==> src/rtl/right_rotator.sv <==
// rtl/right_rotator.sv - N-bit barrel rotate-right with one registered output stage
module right_rotator #(
    parameter int N  = 8,
    parameter int SW = $clog2(N)
) (
    input  logic          clk,
    input  logic          rst_n,
    input  logic          in_valid,
    input  logic [N-1:0]  A,
    input  logic [SW-1:0] B,
    output logic          out_valid,
    output logic [N-1:0]  Y
);

    // Reject widths the log2 stage cascade cannot cover exactly.
    if (N < 2 || (N & (N - 1)) != 0) begin : g_bad_n
        $error("right_rotator: N must be a power of two and at least 2");
    end
    if (SW != $clog2(N)) begin : g_bad_sw
        $error("right_rotator: SW is derived from N and must not be overridden");
    end

    // stage_w[0] is the raw operand; stage_w[k+1] is stage k's output.
    logic [N-1:0] stage_w [0:SW];
    logic [N-1:0] y_d;
    logic [N-1:0] y_q;
    logic         valid_q;

    assign stage_w[0] = A;

    // Stage k rotates right by 2^k when B[k] is set, LSB stage first.
    for (genvar k = 0; k < SW; k++) begin : g_stage
        localparam int SH = 1 << k;
        assign stage_w[k+1] = B[k] ? {stage_w[k][SH-1:0], stage_w[k][N-1:SH]}
                                   : stage_w[k];
    end

    assign y_d = stage_w[SW];

    // Capture the rotated value on valid input; otherwise hold Y and drop out_valid.
    always_ff @(posedge clk or negedge rst_n) begin
        if (!rst_n) begin
            y_q     <= '0;
            valid_q <= 1'b0;
        end else begin
            valid_q <= in_valid;
            if (in_valid) begin
                y_q <= y_d;
            end
        end
    end

    assign Y         = y_q;
    assign out_valid = valid_q;

endmodule

==> config.mk <==
export PLATFORM = sky130hd
export DESIGN_NAME = right_rotator
export DESIGN_NICKNAME = d
export VERILOG_FILES = /design/src/rtl/right_rotator.sv
export SDC_FILE = /design/constraint.sdc
export NUM_CORES = 1
export LEC_CHECK = 0
export BUFFER_PORTS_ARGS = -buffer_cell sky130_fd_sc_hd__buf_2
export CORE_AREA = 2 2 40 42
export DETAILED_ROUTE_END_ITERATION = 6
export DIE_AREA = 0 0 42 44
export PLACE_DENSITY = 0.7
export SYNTH_ARGS = -nofsm -noshare
export SYNTH_HDL_FRONTEND = slang
export SYNTH_SLANG_ARGS = --single-unit
==> constraint.sdc <==
create_clock -name clk -period 0.8 [get_ports clk]
set_input_delay 0 -clock clk [delete_from_list [all_inputs] [get_ports clk]]
set_output_delay 0 -clock clk [all_outputs]
set_load 0.03 [all_outputs]
# Word-level counts from Yosys, hierarchy flattened
# Index checks and enable logic that the tools add are counted.
[totals] romBits=0 elab_cells=5 ff_bits=9 n_memories=0 latch_bits=0 in_bits=14 ramBits=0 out_inout_bits=9
[op_classes] div=0 addsub=0 mux=3 n_shift=0 mul=0 bitwise_logic=0 order_cmp=0 n_eq_ne=0 reduce_logical=0
[op_table] operator="$mux W8" count=3

# Logic depth before layout (Yosys ltp)
# Gate-level depths: netlist of the first run.
[logic_depth] word_depth=3 depth_mapped=4 depth_no_buf=3

# Worst setup path before layout of the first run
# Ideal clock, no wire load.
[synth_timing] path_kind="register to register" start="register Y[2] (netlist name)" end="register y_q[2], in the netlist Y[2]" period_less_slack_ps=932 setup_time_ps=120 required_time_ps=680 setup_slack_ps=-132 arrival_time_ps=812 path_stages_with_launch=3 path_cell_list="dfrtp_1 nor2b_1 a31o_1"
[synth_rtl] item="to (signal assigned)" line="48" source="y_q <= y_d;"
[synth_rtl] item="to (decl)" line="26" source="logic [N-1:0] y_q;"

==> results of run 1 <==
## per-layer routing
metal,part of all wire (%),vias to the layer above,track usage (%)
met5,0,-,0
met4,1.3,0,11.6
met3,6.4,2,1.25
met2,43,30,25.0
met1,49,237,22.6
li1,-,279,-
## flip-flops by register name, indices dropped and copies added, names as in the netlist
| signal | count |
|---|---|
| Y | 8 |
| out_valid | 1 |
## power groups by stage
stage	clock [mW]	sequential [mW]	combinational, mW
floorplan	0	0.670	0.220
global placement	0	0.546	0.482
detailed placement	0	0.548	0.488
CTS	0.375	0.554	0.565
global route	0.414	0.566	0.635
finish	0.356	0.558	0.598
## kinds of logic (layout without fill, tap and decap cells)
group / Yosys count / count (layout)
compound gates: 24 / 24
simple gates: 12 / 12
flops: 9 / 9
mux: 8 / 8
buf+inv: 5 / 30
## cell type report
cell class | count | area, um2 | share of cell area (%)
tap | 16 | 20.0 | 2.22
sequential | 9 | 235 | 26.1
clock buffer | 4 | 26.3 | 2.92
multi-input combinational | 44 | 418 | 46.4
timing repair buffer | 26 | 201 | 22.4
## worst paths after layout
check / from / to / slack [ps] / cells after the start
min in group asynchronous: rst_n / out_valid / 110 / 2
worst min-delay path: in_valid / out_valid / 70 / 1
worst max register to register: Y[7] / Y[7] / -30 / 2
worst min register to register: Y[3] / Y[3] / 600 / 2
worst max-delay path: Y[7] / Y[7] / -30 / 2
max in group asynchronous: rst_n / Y[2] / 500 / 2
## what timing repair did
action,CTS,global route
hold buffers,1,0
endpoints found under the hold margin,9,0
setup endpoints to repair,16,17
resized for setup,19,10
## worst register-to-register path, cell delays in order (launching register included)
cell and delay [ps]:
dfrtp_2 410, nor2b_1 130, a31o_1 190
## synthesized netlist by cell type
library cell and instances:
a31o_1 8, and2_1 1, nor2b_1 10, buf_2 1, buf_6 1, a22oi_1 16
clkbuf_1 1, mux2i_1 1, nor2_2 1, clkbuf_2 2, dfrtp_1 9, mux2i_2 7
## stage by stage
step	worst slack (ps)	hold WS (ps)	total power, mW
global route	-55.8	85.8	1.61
global placement	-282	-137	1.03
floorplan	-95.8	-296	0.890
detailed placement	-312	-133	1.04
CTS	-32.9	29.8	1.49
finish	-33.0	74.2	1.51
==> results.json, run 1 <==
{
  "status": "finished, violations left",
  "violations": "negative setup slack",
  "cts_buffers": 3,
  "fin_crit_ps": 833,
  "final_util_pct": 63.5,
  "cts_tree": "done",
  "path_delay_family": "flip-flops",
  "crit_buf_inv": 0,
  "wl_per_cell_um": 13.3,
  "dieWidth_um": 42,
  "worst_path_largest_cell_delay_ps": 410,
  "syn_avg_cell_area_um2": 10.8,
  "synth_seq_cells": 9,
  "postCtsSetupBuffers": 0,
  "path_cells": "nor2b_1 -> a31o_1",
  "start_util_pct": 44.2,
  "placed_cells": 94,
  "drv_slew": 0,
  "die_area_um2": 1850,
  "worstPathMaxFanout": 2,
  "final_cell_mix": "a22oi_1 (16), buf_2 (12), buf_6 (9), dfrtp_2 (8), a31o_1 (8)",
  "clkTransAtPathRegs_ps": 60,
  "coreArea_um2": 1420,
  "synthSimpleGateAreaFrac_pct": 12.0,
  "relSlewSlack_pct": 72.2,
  "p_comb_share_pct": 39.5,
  "synth.distinct_cells": 12,
  "postLayoutCellArea_um2": 901,
  "grt_use_total_pct": 16.6,
  "area_delta_synth_final_pct": 43.7,
  "hold_class": "in -> reg",
  "dp_hpwl_um": 989,
  "rows": 14,
  "power.density_nw_per_um2": 1680,
  "grt_pass1_wl_mm": 2.30,
  "drv_cap": 0,
  "min_period_over_period_pct": 104,
  "syn_area_um2": 627,
  "synth_top_family_by_area": "compound AO/OA/AOI/OAI gates",
  "pin_count": 23,
  "synth_top_area_share_pct": 35.9,
  "worstPathRequired_ps": 950,
  "synthAdderAreaFrac_pct": 0,
  "arrival_ps": 980,
  "first_global_vias": 530,
  "max_freq_mhz": 1200,
  "start_kind": "flop",
  "synthesis.nets": 72,
  "power.share.clock_pct": 23.6,
  "grt_max_degree": 18,
  "rsz0062_at_grt": "true",
  "setup_viol": 14,
  "ys_seq_area_share_pct": 35.9,
  "die_y_um": 44,
  "power_leakage_nw": 0.371,
  "netSwitchingFraction_pct": 33.1,
  "hold_viol": 0,
  "antenna_left": 0,
  "synth_top_area_cell": "dfrtp_1",
  "insertion_delay_ps": 260,
  "overflow": 0,
  "tightest_slew_ps": 416,
  "clk_path_buf_depth": 2,
  "cp_slowest_cell": "dfrtp_2",
  "fin_nets": 98,
  "placed_area_um2": 759,
  "drt_iter0_drc": 25,
  "portBuffers": 22,
  "critPathKind": "reg -> reg",
  "cts-root-buf": "clkbuf_4",
  "vias_per_cell": 5.54,
  "mostFrequentLayoutCell": "a22oi_1",
  "p_switching_uw": 500,
  "power.internal_mw": 1.01,
  "fin_tns_setup_ps": -240,
  "diodes": 0,
  "synthTopCellsByArea": "dfrtp_1 (36%), a22oi_1 (19%), mux2i_2 (15%), a31o_1 (11%), nor2b_1 (10%)",
  "yosysWarnings": 0,
  "pwr-share-seq_pct": 36.9,
  "drc": 0,
  "synthCells": 58,
  "ir_drop_mv": 0.773,
  "end_kind": "flop",
  "setup_ws_ps": -33.0,
  "antenna_found_initial": 0,
  "synth_compound_area_share_pct": 30.3,
  "gp_congestion": 0.899,
  "firstDrtPassIters": 4,
  "finalWirelength_mm": 1.31,
  "via_count": 548,
  "final-instance-count-excl-fill": 99,
  "synthMuxAreaShare_pct": 17.0,
  "drive_above_1_share_pct": 59.0,
  "fillers": 118,
  "synth_xor_area_share_pct": 0,
  "htreeDepth": 1,
  "clock_sinks": 9,
  "finClkSkew_ps": 0
}
Note: power is estimated with default switching activity, not from simulation.
==> run 2: changes to the inputs <==
==> config.mk (replaced) <==
export PLATFORM = sky130hd
export DESIGN_NAME = right_rotator
export DESIGN_NICKNAME = d
export VERILOG_FILES = /design/src/rtl/right_rotator.sv
export SDC_FILE = /design/constraint.sdc
export NUM_CORES = 1
export LEC_CHECK = 0
export ABC_AREA = 1
export BUFFER_PORTS_ARGS = -buffer_cell sky130_fd_sc_hd__buf_2
export CORE_AREA = 2 2 41 43
export DETAILED_ROUTE_END_ITERATION = 6
export DIE_AREA = 0 0 43 45
export PLACE_DENSITY = 0.71
export SYNTH_ARGS = -nofsm -noshare
export SYNTH_HDL_FRONTEND = slang
export SYNTH_SLANG_ARGS = --single-unit
==> results.json, run 2 <==
{
  "synthCells": 97,
  "relSlewSlack_pct": 82.9,
  "rsz0062_at_grt": "true",
  "finClkSkew_ps": 0,
  "ys_top_cells_by_count": "nand2_1 (40), nand3_1 (23), dfrtp_1 (9), nand3_2 (9), nand2_2 (8)",
  "coreArea_um2": 1470,
  "mostFrequentLayoutCell": "nand2_1",
  "min_period_over_period_pct": 100,
  "ys.flop_type": "dfrtp_1",
  "syn_area_um2": 687,
  "synth.most_common_cell": "nand2_1",
  "overflow": 0,
  "synth_edf_count": 0,
  "crit_buf_inv": 1,
  "drt_iter0_drc": 16,
  "whs_ps": 50.6,
  "arrival_ps": 800,
  "r2r_start": "Y[4]",
  "yosysWarnings": 0,
  "pin_count": 23,
  "dp_hpwl_mm": 1.28,
  "total_power_mw": 1.48,
  "grt_max_degree": 11,
  "via_count": 742,
  "insertion_delay_ps": 260,
  "die_y_um": 45,
  "status": "finished, violations left",
  "async_flop_share_pct": 100,
  "startpoint": "Y[4]",
  "drv_slew": 0,
  "finalWirelength_mm": 1.59,
  "wl_per_cell_um": 11.2,
  "hold_class": "in -> reg",
  "postLayoutCellArea_um2": 922,
  "dieWidth_um": 43,
  "synth_seq_cells": 9,
  "htreeDepth": 1,
  "largest_reg_flops": 8,
  "cp_slowest_cell": "dfrtp_1",
  "worstPathRequired_ps": 800,
  "ys_seq_area_share_pct": 32.8,
  "cts_buffers": 3,
  "power_leakage_nw": 0.512,
  "clkTransAtPathRegs_ps": 60,
  "fin_nets": 141,
  "clk_path_buf_depth": 2,
  "drv_cap": 0,
  "cts_tree": "done",
  "clock_sinks": 9,
  "rows": 14,
  "synth_top_area_share_pct": 32.8,
  "reg2reg_to": "Y[4]",
  "drive_above_1_share_pct": 38.9,
  "area_delta_synth_final_pct": 34.2,
  "cp.depth": 1,
  "final_cell_mix": "nand2_1 (40), nand3_1 (23), buf_2 (13), dfrtp_1 (9), nand3_2 (9)",
  "hold_viol": 0,
  "regToRegSetupSlack_ps": 60,
  "critPathKind": "reg -> out",
  "first_global_vias": 663,
  "final_util_pct": 62.7,
  "violations": "negative setup slack",
  "max_freq_mhz": 1250,
  "grt_pass1_wl_mm": 2.72,
  "ir_drop_mv": 1.37,
  "power.density_nw_per_um2": 1610,
  "end_kind": "output pin",
  "diodes": 0,
  "start_util_pct": 46.7,
  "antenna_left": 0,
  "worstPathMaxFanout": 2,
  "syn_avg_cell_area_um2": 7.08,
  "crit_end": "Y[4]",
  "synth.distinct_cells": 11,
  "vias_per_cell": 5.23,
  "reg2reg_depth": 3,
  "fin_crit_ps": 800,
  "drc": 0,
  "firstDrtPassIters": 4,
  "hold_path_depth": 3,
  "path_delay_family": "flip-flops",
  "synthesis.nets": 111,
  "setup_viol": 1,
  "start_kind": "flop",
  "gp_congestion": 0.888,
  "worst_path_largest_cell_delay_ps": 400,
  "path_cells": "buf_6",
  "placed_area_um2": 793,
  "synthTopCellsByArea": "dfrtp_1 (33%), nand2_1 (22%), nand3_1 (17%), nand3_2 (13%), nand2_2 (7.3%)",
  "portBuffers": 22,
  "setup_ws_ps": -0.124,
  "antenna_found_initial": 0,
  "cts-root-buf": "clkbuf_4",
  "synth_top_area_cell": "dfrtp_1",
  "tightest_slew_ps": 257,
  "die_area_um2": 1940,
  "grt_use_total_pct": 18.3
}
-- run 2: worst min-delay path by stage --
stage          slack (ps)     start   end
2_1_floorplan        -300     rst_n  Y[0]
4_1_cts                40  in_valid  Y[6]
3_3_place_gp         -140     rst_n  Y[0]
6_report               50  in_valid  Y[0]
5_1_grt                50  in_valid  Y[4]
3_5_place_dp         -140     rst_n  Y[0]
-- run 2: kinds of logic (layout without fill, tap and decap cells) --
kind of cell  after synthesis  after routing  synth area share (%)
simple gates               80             80                  59.0
buf+inv                     8             37                  8.20
flops                       9              9                  32.8
-- run 2: power breakdown --
group          switching (mW)  total, mW  internal, mW
logic                   0.334      0.584         0.250
registers              0.0368      0.546         0.509
clock network           0.160      0.352         0.192
-- run 2: layer usage --
metal  wire length (um)  GRT usage (%)  vias to the layer above
li1                   -              -                      377
met1                701           22.6                      351
met2                829           32.7                       14
met3                 63           6.00                        0
met4                  0           1.82                        0
met5                  0              0                        -
-- run 2: cell type report --
type	instances	area (um2)
Fill cell	143	549
Inverter	4	25.0
Timing Repair Buffer	29	220
Tap cell	16	20.0
Multi-Input combinational cell	80	405
Clock buffer	4	26.3
Sequential cell	9	225
-- run 2: metrics by stage --
step                setup WS, ps  TNS, ps  cells
finish                    -0.124   -0.124    142
global route               -25.4     -130    142
CTS                        -9.79    -9.79    140
detailed placement         -34.6     -120    132
global placement            4.99        0    132
floorplan                   67.8        0     97
-- run 2: worst register-to-register path, stage by stage (launching register included) --
cell and delay (ps):
dfrtp_1 400, buf_4 140, nand2_1 50, nand2_1 50
-- run 2: timing repair --
item | 4_1_cts | 5_1_grt
gates resized for setup | 16 | 2
hold buffers | 2 | 0
endpoints found under the setup margin | 8 | 9
endpoints found under the hold margin | 10 | 0
buffers inserted | 2 | 2
